$ cat src/rtl/code_stream_aligner_pkg.sv
// code_stream_aligner_pkg: constants, state encoding and helpers shared by the
// code stream aligner and the upstream literal/distance packer.
//   OUT_W        aligned output word width (fixed at 32)
//   BUF_W        bit-buffer width (2 * OUT_W)
//   LEN_W        width of the code-length field (legal values 0..32)
//   CNT_W        width of the buffered-bit counter (0..64)
//   MAX_CODE_LEN longest code the packer may present
package code_stream_aligner_pkg;

    localparam int unsigned OUT_W        = 32;
    localparam int unsigned BUF_W        = 64;
    localparam int unsigned LEN_W        = 6;
    localparam int unsigned CNT_W        = 7;
    localparam int unsigned MAX_CODE_LEN = 32;

    localparam logic [CNT_W-1:0] WORD_BITS = 7'(OUT_W);
    localparam logic [LEN_W-1:0] MAX_LEN   = 6'(MAX_CODE_LEN);

    typedef enum logic [1:0] {
        StRun,
        StDrain,
        StTail,
        StDone
    } state_e;

    // Number of bytes needed to hold 'bits' bits (ceil(bits / 8)), for 1..32 bits.
    function automatic logic [2:0] bytes_for_bits(input logic [CNT_W-1:0] bits);
        return 3'((bits + 7'd7) >> 3);
    endfunction

endpackage

$ cat src/rtl/code_stream_aligner_if.sv
// code_stream_aligner_if: code input, flush control and aligned word output of
// one Deflate lane aligner.
//   in_valid/in_ready/in_code/in_len  packed code handshake (LSB first on the wire)
//   flush_req/flush_done              end-of-block request and completion pulse
//   out_valid/out_ready/out_data      aligned 32-bit word handshake
//   out_bytes/out_last                valid bytes in the word, final word of block
//   stat_bits                         bits accepted in block (CODE_STREAM_STATS_EN only)
// master: the side feeding codes and draining words; slave: the aligner.
interface code_stream_aligner_if;
    import code_stream_aligner_pkg::*;

    logic             in_valid;
    logic             in_ready;
    logic [OUT_W-1:0] in_code;
    logic [LEN_W-1:0] in_len;
    logic             flush_req;
    logic             flush_done;
    logic             out_valid;
    logic             out_ready;
    logic [OUT_W-1:0] out_data;
    logic [2:0]       out_bytes;
    logic             out_last;
`ifdef CODE_STREAM_STATS_EN
    logic [31:0]      stat_bits;
`endif

    modport master (
        output in_valid, in_code, in_len, flush_req, out_ready,
`ifdef CODE_STREAM_STATS_EN
        input  stat_bits,
`endif
        input  in_ready, flush_done, out_valid, out_data, out_bytes, out_last
    );

    modport slave (
        input  in_valid, in_code, in_len, flush_req, out_ready,
`ifdef CODE_STREAM_STATS_EN
        output stat_bits,
`endif
        output in_ready, flush_done, out_valid, out_data, out_bytes, out_last
    );

endinterface

$ cat src/rtl/code_stream_aligner_bit_inserter.sv
// code_stream_aligner_bit_inserter: combinational masked shift-OR of a code
// into the 64-bit bit buffer at a dynamic bit offset.
//   acc_in   current buffer contents (bits at/above offset must be zero)
//   code     packed code, LSB first; bits at/above len are discarded
//   len      number of valid code bits, 0..32 (already clamped)
//   offset   bit position where the first code bit lands
//   acc_out  buffer with the code merged in
module code_stream_aligner_bit_inserter
    import code_stream_aligner_pkg::*;
(
    input  logic [BUF_W-1:0] acc_in,
    input  logic [OUT_W-1:0] code,
    input  logic [LEN_W-1:0] len,
    input  logic [CNT_W-1:0] offset,
    output logic [BUF_W-1:0] acc_out
);

    logic [BUF_W-1:0] one;
    logic [BUF_W-1:0] mask;
    logic [BUF_W-1:0] code_ext;

    always_comb begin
        one      = {{(BUF_W-1){1'b0}}, 1'b1};
        // len = 0 yields an all-zero mask, so the insert degenerates to a no-op.
        mask     = (one << len) - one;
        code_ext = {{(BUF_W-OUT_W){1'b0}}, code} & mask;
        acc_out  = acc_in | (code_ext << offset);
    end

endmodule

$ cat src/rtl/code_stream_aligner.sv
// code_stream_aligner: accumulates variable-length LSB-first codes into a
// 64-bit bit buffer and emits aligned 32-bit words. A flush drains the buffer,
// zero-pads the final partial word, tags it last with its byte count and then
// pulses flush_done.
//   clk    core clock
//   rst_n  asynchronous active-low reset; discards all buffered bits
//   bus    code_stream_aligner_if.slave (code in, flush, aligned words out)
// Optional: define CODE_STREAM_STATS_EN to add bus.stat_bits, a saturating
// count of code bits accepted in the current block.
module code_stream_aligner
    import code_stream_aligner_pkg::*;
(
    input logic                  clk,
    input logic                  rst_n,
    code_stream_aligner_if.slave bus
);

    state_e           state_q, state_d;
    logic [BUF_W-1:0] bits_q, bits_d;
    logic [CNT_W-1:0] cnt_q, cnt_d;
    logic             ready_en_q;

    logic             out_valid;
    logic             out_fire;
    logic             in_ready;
    logic             in_fire;
    logic [CNT_W-1:0] cnt_after_out;
    logic [LEN_W-1:0] len_clamped;
    logic [BUF_W-1:0] bits_shifted;
    logic [BUF_W-1:0] bits_inserted;

    // Output side: full words in RUN/DRAIN, the padded partial word in TAIL.
    always_comb begin
        out_valid = 1'b0;
        unique case (state_q)
            StRun, StDrain: out_valid = (cnt_q >= WORD_BITS);
            StTail:         out_valid = 1'b1;
            default:        out_valid = 1'b0;
        endcase
    end

    // Input side sees the buffer as it will be after this cycle's word leaves,
    // which lets a word go out and a code come in on the same cycle.
    always_comb begin
        out_fire      = out_valid && bus.out_ready;
        cnt_after_out = (out_fire && (state_q != StTail)) ? cnt_q - WORD_BITS : cnt_q;
        bits_shifted  = out_fire ? {{OUT_W{1'b0}}, bits_q[BUF_W-1:OUT_W]} : bits_q;
        in_ready      = ready_en_q && (state_q == StRun) && (cnt_after_out <= WORD_BITS);
        in_fire       = bus.in_valid && in_ready;
        len_clamped   = (bus.in_len > MAX_LEN) ? MAX_LEN : bus.in_len;
    end

    code_stream_aligner_bit_inserter u_bit_inserter (
        .acc_in  (bits_shifted),
        .code    (bus.in_code),
        .len     (len_clamped),
        .offset  (cnt_after_out),
        .acc_out (bits_inserted)
    );

    always_comb begin
        state_d = state_q;
        bits_d  = bits_shifted;
        cnt_d   = cnt_after_out;

        if (in_fire) begin
            bits_d = bits_inserted;
            cnt_d  = cnt_after_out + {1'b0, len_clamped};
        end

        unique case (state_q)
            StRun: begin
                // A code accepted alongside flush_req still belongs to this block.
                if (bus.flush_req) begin
                    state_d = StDrain;
                end
            end
            StDrain: begin
                if (cnt_q < WORD_BITS) begin
                    state_d = (cnt_q != '0) ? StTail : StDone;
                end
            end
            StTail: begin
                if (out_fire) begin
                    state_d = StDone;
                    bits_d  = '0;
                    cnt_d   = '0;
                end
            end
            StDone: begin
                state_d = StRun;
            end
            default: begin
                state_d = StRun;
            end
        endcase
    end

    always_ff @(posedge clk or negedge rst_n) begin
        if (!rst_n) begin
            state_q    <= StRun;
            bits_q     <= '0;
            cnt_q      <= '0;
            ready_en_q <= 1'b0;
        end else begin
            state_q    <= state_d;
            bits_q     <= bits_d;
            cnt_q      <= cnt_d;
            ready_en_q <= 1'b1;
        end
    end

    // Buffer bits at/above cnt are always zero, so the tail word is already padded.
    assign bus.in_ready   = in_ready;
    assign bus.out_valid  = out_valid;
    assign bus.out_data   = bits_q[OUT_W-1:0];
    assign bus.out_bytes  = (state_q == StTail) ? bytes_for_bits(cnt_q) : 3'd4;
    assign bus.out_last   = (state_q == StTail);
    assign bus.flush_done = (state_q == StDone);

`ifdef CODE_STREAM_STATS_EN
    logic [31:0] stat_q, stat_d;
    logic [32:0] stat_sum;

    always_comb begin
        stat_d   = stat_q;
        stat_sum = {1'b0, stat_q} + {27'b0, len_clamped};
        if (state_q == StDone) begin
            stat_d = '0;
        end else if (in_fire) begin
            stat_d = stat_sum[32] ? '1 : stat_sum[31:0];
        end
    end

    always_ff @(posedge clk or negedge rst_n) begin
        if (!rst_n) begin
            stat_q <= '0;
        end else begin
            stat_q <= stat_d;
        end
    end

    assign bus.stat_bits = stat_q;
`endif

    a_len_legal: assert property (@(posedge clk) disable iff (!rst_n)
        (bus.in_valid && in_ready) |-> (bus.in_len <= MAX_LEN));

    a_flush_in_run: assert property (@(posedge clk) disable iff (!rst_n)
        bus.flush_req |-> (state_q == StRun));

endmodule

$ cat src/flat_wrapper.sv
// flat-port wrapper written by rule: the top's interface ports become plain ports
module code_stream_aligner_flat import code_stream_aligner_pkg::*;
  (clk, rst_n, bus_in_valid, bus_in_code, bus_in_len, bus_flush_req, bus_out_ready, bus_in_ready, bus_flush_done, bus_out_valid, bus_out_data, bus_out_bytes, bus_out_last);
  code_stream_aligner_if bus_i ();
  input logic clk;
  input logic rst_n;
  input wire logic [$bits(bus_i.in_valid)-1:0] bus_in_valid;
  input wire logic [$bits(bus_i.in_code)-1:0] bus_in_code;
  input wire logic [$bits(bus_i.in_len)-1:0] bus_in_len;
  input wire logic [$bits(bus_i.flush_req)-1:0] bus_flush_req;
  input wire logic [$bits(bus_i.out_ready)-1:0] bus_out_ready;
  output wire logic [$bits(bus_i.in_ready)-1:0] bus_in_ready;
  output wire logic [$bits(bus_i.flush_done)-1:0] bus_flush_done;
  output wire logic [$bits(bus_i.out_valid)-1:0] bus_out_valid;
  output wire logic [$bits(bus_i.out_data)-1:0] bus_out_data;
  output wire logic [$bits(bus_i.out_bytes)-1:0] bus_out_bytes;
  output wire logic [$bits(bus_i.out_last)-1:0] bus_out_last;
  assign bus_i.in_valid = bus_in_valid;
  assign bus_i.in_code = bus_in_code;
  assign bus_i.in_len = bus_in_len;
  assign bus_i.flush_req = bus_flush_req;
  assign bus_i.out_ready = bus_out_ready;
  assign bus_in_ready = bus_i.in_ready;
  assign bus_flush_done = bus_i.flush_done;
  assign bus_out_valid = bus_i.out_valid;
  assign bus_out_data = bus_i.out_data;
  assign bus_out_bytes = bus_i.out_bytes;
  assign bus_out_last = bus_i.out_last;
  code_stream_aligner u_core (.clk(clk), .rst_n(rst_n), .bus(bus_i));
endmodule
$ cat config.mk
export PLATFORM = sky130hd
export DESIGN_NAME = code_stream_aligner_flat
export DESIGN_NICKNAME = d
export VERILOG_FILES = /design/src/rtl/code_stream_aligner_pkg.sv /design/src/rtl/code_stream_aligner_if.sv /design/src/rtl/code_stream_aligner_bit_inserter.sv /design/src/rtl/code_stream_aligner.sv /design/src/flat_wrapper.sv
export SDC_FILE = /design/constraint.sdc
export NUM_CORES = 1
export LEC_CHECK = 0
export ABC_AREA = 1
export CORE_UTILIZATION = 39
export CTS_CLUSTER_DIAMETER = 100
export CTS_CLUSTER_SIZE = 28
export DETAILED_ROUTE_END_ITERATION = 7
export PLACE_DENSITY = 0.67
export SLEW_MARGIN = 15
export SYNTH_ARGS = -nofsm -noshare
export SYNTH_HDL_FRONTEND = slang
export SYNTH_SLANG_ARGS = --single-unit
$ cat constraint.sdc
create_clock -name clk -period 4.7 [get_ports clk]
set_input_delay 0.47 -clock clk [delete_from_list [all_inputs] [get_ports clk]]
set_output_delay 0.47 -clock clk [all_outputs]
set_load 0.01 [all_outputs]
* Yosys cells after proc, flatten, opt, wreduce, memory -nomap -nowiden
Index checks and enable logic that the tools add are counted.
** Storage, ports and cells
- Bits in writable memories :: 0
- Output and inout bits :: 39
- Bits in read-only memories :: 0
- Bits in latches :: 0
- Bits of input ports :: 43
- Flip-flop bits (word level) :: 74
- Memories kept :: 0
** Cells by class
- Div/mod/pow operators :: 0
- Bitwise operators :: 2
- Shift-type cells :: 2
- Mux-type cells :: 16
- Equality and inequality tests :: 7
- Order comparisons :: 4
- Multiply operators :: 0
- Reduce and logical (&&, ||, !) cells :: 9
- Add/subtract/negate cells :: 4
** Operator list (count)
- $mux W64 :: 4
- $and A32 B64 Y64 :: 1
- $or A64 B64 Y64 :: 1
- $shl A1 B6 Y64 const A :: 1
- $shl A64 B7 Y64 :: 1
- $sub A64 B1 Y64 const B :: 1
- $mux W7 :: 4
- $pmux W2 S4 :: 1
- $add A7 B6 Y7 :: 1
- $ge A7 B6 Y1 const B :: 1
- $le A7 B6 Y1 const B :: 1
- $lt A7 B6 Y1 const B :: 1
- $reduce_bool A7 Y1 :: 1
- $sub A7 B6 Y7 const B :: 1
- $add A6 B3 Y6 const B :: 1
- $gt A6 B6 Y1 const B :: 1
- $mux W2 :: 3
- $mux W6 :: 1
- $logic_and A1 B1 Y1 :: 5
- $eq A2 B2 Y1 const B :: 2
- $ne A2 B1 Y1 const B :: 2
- $ne A2 B2 Y1 const B :: 2
- $mux W3 :: 1
- $reduce_and A3 Y1 :: 1
- 5 further kinds :: 5

* Longest topological paths before layout
Gate-level depths: netlist of run 1.
- Word-level depth :: 12
- Gate-level depth with buffers :: 26

* Cells and area by module
Synthesis of run 1 repeated with hierarchy kept, for this count alone.
** Unflattened totals
- Cells, all modules :: 1591
- Area total of the unflattened synthesis :: 9151.3 um2
** By module, submodules not included
- code_stream_aligner :: seq. area each 1851.8 um2, times used 1, area an instance 4707.0 um2, cells each 692
- code_stream_aligner_bit_inserter :: seq. area each 0.0 um2, times used 1, area an instance 4444.3 um2, cells each 899

* Least setup slack after synthesis of run 1
No wires, ideal clock.
- Path kind :: in2reg
- From :: input bus_in_len[2]
- To :: register u_core.bits_q[62]
- Path buffers :: 1
- Library setup time :: 0.116 ns
- Cell stages on the path :: 21
- Path slack :: 1.908 ns
- Required time :: 4.584 ns
- Arrival :: 2.675 ns
- Path through :: buf_2 nor2_1 nand3_1 nand2_1 nand2_2 nand4_2 ha_1 inv_1 nor2_4 nand3_1 or2_1 nand4_1 nand3_1 nand3_1 nand3_1 nand2_1 nand2_1 nand2_1 nand2_1 nand2_1 nand2_1
** On the way
- Longest elaborated chain between the ends :: 10
** Ends and longest elaborated chain
- start, declared :: RTL line flat_wrapper.sv:9 : input wire logic [$bits(bus_i.in_len)-1:0] bus_in_len;
- $gt A6 B6 Y1 :: RTL line code_stream_aligner.sv:50 : len_clamped = (bus.in_len > MAX_LEN) ? MAX_LEN : bus.in_len;
- $mux W6 (*) :: RTL line code_stream_aligner.sv:50
- $shl A1 B6 Y64 (*) :: RTL line code_stream_aligner_bit_inserter.sv:25 : mask = (one << len) - one;
- $sub A64 B1 Y64 (*) :: RTL line code_stream_aligner_bit_inserter.sv:25
- $and A32 B64 Y64 (*) :: RTL line code_stream_aligner_bit_inserter.sv:26 : code_ext = {{(BUF_W-OUT_W){1'b0}}, code} & mask;
- $shl A64 B7 Y64 (*) :: RTL line code_stream_aligner_bit_inserter.sv:27 : acc_out = acc_in | (code_ext << offset);
- $or A64 B64 Y64 (*) :: RTL line code_stream_aligner_bit_inserter.sv:27
- $mux W64 (*) :: RTL line code_stream_aligner.sv:66 : if (in_fire) begin
- $mux W64 :: RTL line code_stream_aligner.sv:84 : if (out_fire) begin
- $mux W64 (*) :: RTL line code_stream_aligner.sv:71 : unique case (state_q)
- net u_core.bits_d[62] :: RTL line code_stream_aligner.sv:19 : logic [BUF_W-1:0] bits_q, bits_d;
- end signal, assigned :: RTL line code_stream_aligner.sv:107 : bits_q <= bits_d;
- end, declared :: RTL line code_stream_aligner.sv:19
The timed path passes the listed nets; every way through them passes the cells marked *.
A chain may end at the register's enable or synchronous reset.

* Final worst setup path of run 1
- From :: input bus_in_len[5]
- To :: register u_core.bits_q[37]
The elaborated chain is that of the path after synthesis.

==> metrics.yaml, run 1 <==
status: "completed"
ys_types: 48
critPathLaunchType: "input port"
synth_nets: 1383
core_mm2: 0.0198
grt_pass1_vias: 8452
ant_nets: 0
crit_fanout: 21
ys.flop_type: "dfrtp_1"
synth_edf_count: 0
wl_per_cell_um: 17.9
p_total_mw: 5.78
row_count: 51
final_core_util_pct: 45.3
grt_first_pass_wirelength_mm: 45.8
cp-startpoint: "bus_in_len[5]"
fin_crit_sh_pct: 80.3
required_ps: 4930
syn_to_final_growth_pct: 12.4
placed_cell_area_mm2: 0.00867
dieArea_mm2: 0.0210
clock.fmax_mhz: 265
cts_max_path_buffers: 2
fin_cells: 1598
htree_levels: 3
p_leak_nw: 4.47
hold_class: "input port to asynchronous set/reset pin"
crit_type: "input port to register"
avgSynthCellArea_um2: 6.01
rsz0062_at_grt: "false"
yosysMostFrequentCell: "nand2_1"
die_w_um: 145
synth_warnings: 0
timing.rr.start: "u_core.cnt_q[5]"
vias_per_cell: 5.72
synthArstFlopShare_pct: 100
cp.arrival_ps: 4000
cts_tree: "done"
tns_ps: 0
ir_drop_uv: 597
layout-drive-gt1-share_pct: 7.28
grt_max_degree: 71
drt-initial-drc-count: 1314
dr_total_vias: 9140
drc: 0
n_antenna_cell: 0
hold_violations: 0
synth-seq-area-share_pct: 23.2
clkSlewWorstSetupHoldPaths_ps: 60
hpwl_mm: 21.7
cts_root_buf: "clkbuf_16"
synth_top_area_share_pct: 23.2
synth_area_mm2: 0.00798
crit_path_end_kind: "register"
grt.overflow.total: 0
tightest_slew_ps: 985
cts-buffers-inserted: 9
synthCells: 1326
clock_latency_ps: 340
p_per_area_mw_per_mm2: 644
clock_skew_ps: 7.43
setup_viol: 0
place.gp.congestion: 0.952
routed_wl_mm: 28.6
dr.pass1.iters: 7
synth.area.top_cells: "dfrtp_1 23%, nand2_1 20%, nand3_1 18%"
start_util_pct: 40.3
antenna_found_initial: 0
post-place-cells: 1581
die_height_um: 145
yosys.area.top_type: "dfrtp_1"
ys_ff_latch: 74
numPortBuffers: 81
pin_count: 82
slew_viol_final: 0
final_area_mm2: 0.00896
nets: 1385
clock_sinks: 74
synthTopCellsByCount: "415 x nand2_1, 280 x nand3_1, 84 x nor2_1, 74 x dfrtp_1, 74 x inv_1"
slew_headroom_pct: 34.2
maxCapViolCount: 0
grtUsageTotal_pct: 27.5
fin_crit_ps: 3770
-- state kept, by name (all words and copies together), names as in the netlist --
signal and count:
u_core.ready_en_q 1, u_core.state_q 2, u_core.bits_q 64, u_core.cnt_q 7
-- layer usage --
layer | vias to the layer above | track usage (%) | part of all wire, %
li1 | 4423 | - | -
met1 | 4245 | 38.1 | 45
met2 | 412 | 42.8 | 44
met3 | 60 | 4.43 | 8.0
met4 | 0 | 9.68 | 3.1
met5 | - | 0 | 0
-- power breakdown --
part	switching (mW)	internal [mW]	leakage [nW]
logic	2.74	1.29	3.33
registers	0.171	0.895	1.01
clock network	0.275	0.410	0.136
-- final cells by class --
| class | count | area, um2 |
|---|---|---|
| fillers | 2156 | 10800 |
| multi-input cells | 1053 | 5190 |
| flip-flops and latches | 74 | 1850 |
| repair buffers | 102 | 968 |
| inverters | 88 | 333 |
| well taps | 265 | 332 |
| clock buffers | 11 | 233 |
| clock inverters | 5 | 55.1 |
-- cells by family (layout without fill, tap and decap cells) --
group	count (synthesis)	in the layout	synth area share [%]
simple gates	899	899	51.6
compound gates	116	116	8.08
buf+inv	199	206	11.8
other cells	1	1	0.0470
flops	74	74	23.2
fa+ha+maj	14	14	2.29
mux	16	16	2.01
xor+xnor	7	7	1.00
-- timing repair --
item	in CTS	in global routing
setup buffers	0	0
hold buffers	1	0
hold endpoints to repair	4	0
resized for setup	0	0
setup endpoints to repair	0	0
-- critical path, stage by stage --
cell and delay, ps:
clkdlybuf4s50_1 680, inv_4 110, nand2_2 320, inv_2 260, nor3_2 510, nor2_1 110
nand2_1 170, nor2_1 80, nand3_1 80, nand2_1 100, nand3_1 130, nand2_1 90
nand3_1 140, nand2_1 70, nand2_1 60, nand3_1 130, nand3_1 140, nand3_1 180
nand2_1 110, nand2_1 50
-- stage by stage --
stage,hold slack (ps),worst slack [ps]
2_1_floorplan,174,1910
3_3_place_gp,270,662
3_5_place_dp,273,692
4_1_cts,454,1020
5_1_grt,457,658
6_report,455,927
-- path summary, 6_finish.rpt --
kind | end | slack [ps] | depth (start not counted)
min in group clk | u_core.bits_q[61] | 480 | 2
min reg2reg | u_core.bits_q[61] | 480 | 2
max | u_core.bits_q[37] | 930 | 20
max reg2reg | u_core.bits_q[5] | 980 | 13
max in group asynchronous | u_core.bits_q[0] | 3160 | 3
min | u_core.bits_q[59] | 450 | 2
-- placed cells by master, fill, tap and decap left out, drive strengths merged, types with 16 or more instances in the layout --
cell type	netlist	final
nor2	96	96
nand4	65	65
nand3	291	291
a21oi	46	46
mux2i	16	16
o21ai	42	42
dfrtp	74	74
buf	77	21
nand2	426	426
clkdlybuf4s50	0	80
a31oi	18	18
inv	88	88
No activity file was read; power rests on OpenSTA's default activity.
==> inputs of run 2 (changes only) <==
Settings changed: PLACE_DENSITY 0.67 to 0.7.
Clock period 4.7 ns to 3.2 ns, I/O delays scaled along.
==> metrics.yaml, run 2 (same netlist as run 1, synthesis figures left out) <==
clock_sinks: 74  # unchanged
clock_skew_ps: 6.65  # was 7.43 ps
final_core_util_pct: 49.7  # was 45.3%
crit_path_end_kind: "register"  # unchanged
clock_latency_ps: 340  # about the same
dr_total_vias: 9536  # was 9140
p_leak_nw: 5.01  # was 4.47 nW
p_sw_mw: 4.79  # was 3.18 mW
ir_drop_uv: 753  # was 597 uV
n_antenna_cell: 0  # unchanged
crit_fanout: 9  # was 21
fin_crit_ps: 2970
dieArea_mm2: 0.0210  # unchanged
vias_per_cell: 5.63  # was 5.72
grtUsageTotal_pct: 28.7  # was 27.5%
maxCapViolCount: 0  # unchanged
numPortBuffers: 81  # unchanged
wl_met1_mm: 13.2  # was 12.8 mm
grt.overflow.total: 0  # unchanged
drc: 0  # unchanged
grt_max_degree: 75  # was 71
route.met3.wl_mm: 2.12  # was 2.29 mm
clock.fmax_mhz: 337
grt_pass1_vias: 9011  # was 8452
final_cell_mix: "412 x nand2_1, 273 x nand3_1, 115 x buf_4"  # was 415 x nand2_1, 280 x nand3_1, 82 x nor2_1
slew_viol_final: 0  # unchanged
cts_tree: "done"  # unchanged
mostFrequentLayoutCell: "nand2_1"  # unchanged
htree_levels: 3  # unchanged
slew_headroom_pct: 35.8  # was 34.2%
drt-initial-drc-count: 1162  # was 1314
p_total_mw: 8.88  # was 5.78 mW
cts_root_buf: "clkbuf_16"  # unchanged
ant_nets: 0  # unchanged
p_int_mw: 4.09  # was 2.59 mW
wl_per_cell_um: 17.5  # was 17.9 um
cts-buffers-inserted: 9  # unchanged
hold_class: "input port to asynchronous set/reset pin"  # unchanged
cp.arrival_ps: 3250  # was 4000 ps
multiInputGateArea_mm2: 0.00525  # was 0.00519 mm2
crit_type: "input port to register"  # unchanged
setup_viol: 0  # unchanged
clkSlewWorstSetupHoldPaths_ps: 60  # about the same
ctsHoldBuffers: 0  # was 1
die_w_um: 145  # unchanged
antenna_found_initial: 0  # unchanged
critPathLaunchType: "input port"  # unchanged
reg_top3: "u_core.bits_q: 64 flops, u_core.cnt_q: 7 flops, u_core.state_q: 2 flops"  # unchanged
timing.rr.start: "u_core.cnt_q[6]"  # was u_core.cnt_q[5]
cts_max_path_buffers: 2  # unchanged
nFillCells: 2080  # was 2156
p_per_area_mw_per_mm2: 904  # was 644 mW/mm2
fin_crit_sh_pct: 92.7
status: "completed"  # unchanged
die_height_um: 145  # unchanged
dr.pass1.iters: 5  # was 7
post-place-cells: 1678  # was 1581
tns_ps: 0  # unchanged
grt_first_pass_wirelength_mm: 48.1  # was 45.8 mm
routed_wl_mm: 29.6  # was 28.6 mm
seqCellArea_mm2: 0.00185  # unchanged
hpwl_mm: 22.9  # was 21.7 mm
hold_violations: 0  # unchanged
tightest_slew_ps: 962  # was 985 ps
maxUsedRoutingLayer: "met4"  # unchanged
top_register: "u_core.bits_q"  # unchanged
start_util_pct: 40.3  # unchanged
core_mm2: 0.0198  # unchanged
pin_count: 82  # unchanged
place.gp.congestion: 0.981  # was 0.952
combPwrFrac_pct: 70.5  # was 69.7%
rsz0062_at_grt: "true"  # was false
layout-drive-gt1-share_pct: 14.8  # was 7.28%
p_seq_share_pct: 17.6  # was 18.4%
syn_to_final_growth_pct: 23.2  # was 12.4%
clkPwrFrac_pct: 11.9  # about the same
met2_length_mm: 13.3  # was 12.7 mm
required_ps: 3480  # was 4930 ps
p_sw_share_pct: 53.9  # was 55.1%
largest_reg_flops: 64  # unchanged
fin_cells: 1695  # was 1598
cp-startpoint: "bus_in_len[3]"  # was bus_in_len[5]
nets: 1482  # was 1385
row_count: 51  # unchanged
run 2: cell types whose count changed in the layout (fill, tap and decap cells not counted), sizes merged:
cell           change
inv                +1
dlymetal6s2s       +3
dlygate4sd3        -1
clkinv             -1
buf               +98
clkdlybuf4s50      -3
run 2: layout make-up:
class                      instances  share of cell area, %
inverter                          88                   3.39
clock inverter                     5                  0.637
sequential                        74                   18.8
clock buffer                      11                   2.47
timing repair buffer             199                   17.8
multi-input combinational       1053                   53.5
tap                              265                   3.37
run 2: path summary, 6_finish.rpt:
check                                         end  slack, ps  cells past startpoint
worst max-delay path            u_core.bits_q[41]        230                     20
worst min-delay path            u_core.bits_q[55]        120                      1
worst max register to register  u_core.bits_q[57]        470                     19
worst min register to register  u_core.bits_q[57]        480                      2
max in group asynchronous       u_core.bits_q[32]       2450                      1
min in group clk                u_core.bits_q[57]        480                      2
run 2: layer usage:
metal	vias to the layer above	global-route usage, %
met5	-	0
met4	0	10.3
met1	4473	39.5
met2	382	44.6
li1	4616	-
met3	65	5.35
run 2: power groups by stage:
stage | clock, mW | combinational [mW] | sequential, mW
final | 1.06 | 6.27 | 1.56
after global placement | 0 | 6.05 | 1.57
after CTS | 1.07 | 6.11 | 1.56
after floorplan | 0 | 4.25 | 1.50
after global routing | 1.11 | 6.92 | 1.61
after detailed placement | 0 | 6.09 | 1.57
run 2: worst max-delay path, stage by stage:
cell and delay (ps):
clkdlybuf4s50_1 460, nor2_1 100, nand3_1 120, nand2_1 110
nand2_2 60, buf_4 170, nand4_1 120, nand2_2 110
nor2_4 170, nand4_1 250, nor2_2 190, nand2_1 110
nand2_1 90, nand3_1 100, nand3_1 130, nand3_1 120
a21oi_2 210, o21ai_1 110, buf_4 140, nand2_1 40
run 2: repair_timing:
item                                    4_1_cts  5_1_grt
endpoints found under the setup margin        0       40
setup buffers                                 0        1
gates resized for setup                       0       25
run 2: through the flow:
step / cell area, um2 / hold slack (ps) / setup slack [ps]
2_1_floorplan: 7980 / 24.4 / 555
3_3_place_gp: 9440 / 464 / -222
3_5_place_dp: 9440 / 467 / -259
4_1_cts: 9750 / 169 / 79.0
5_1_grt: 9830 / 196 / -12.9
6_report: 9830 / 122 / 233
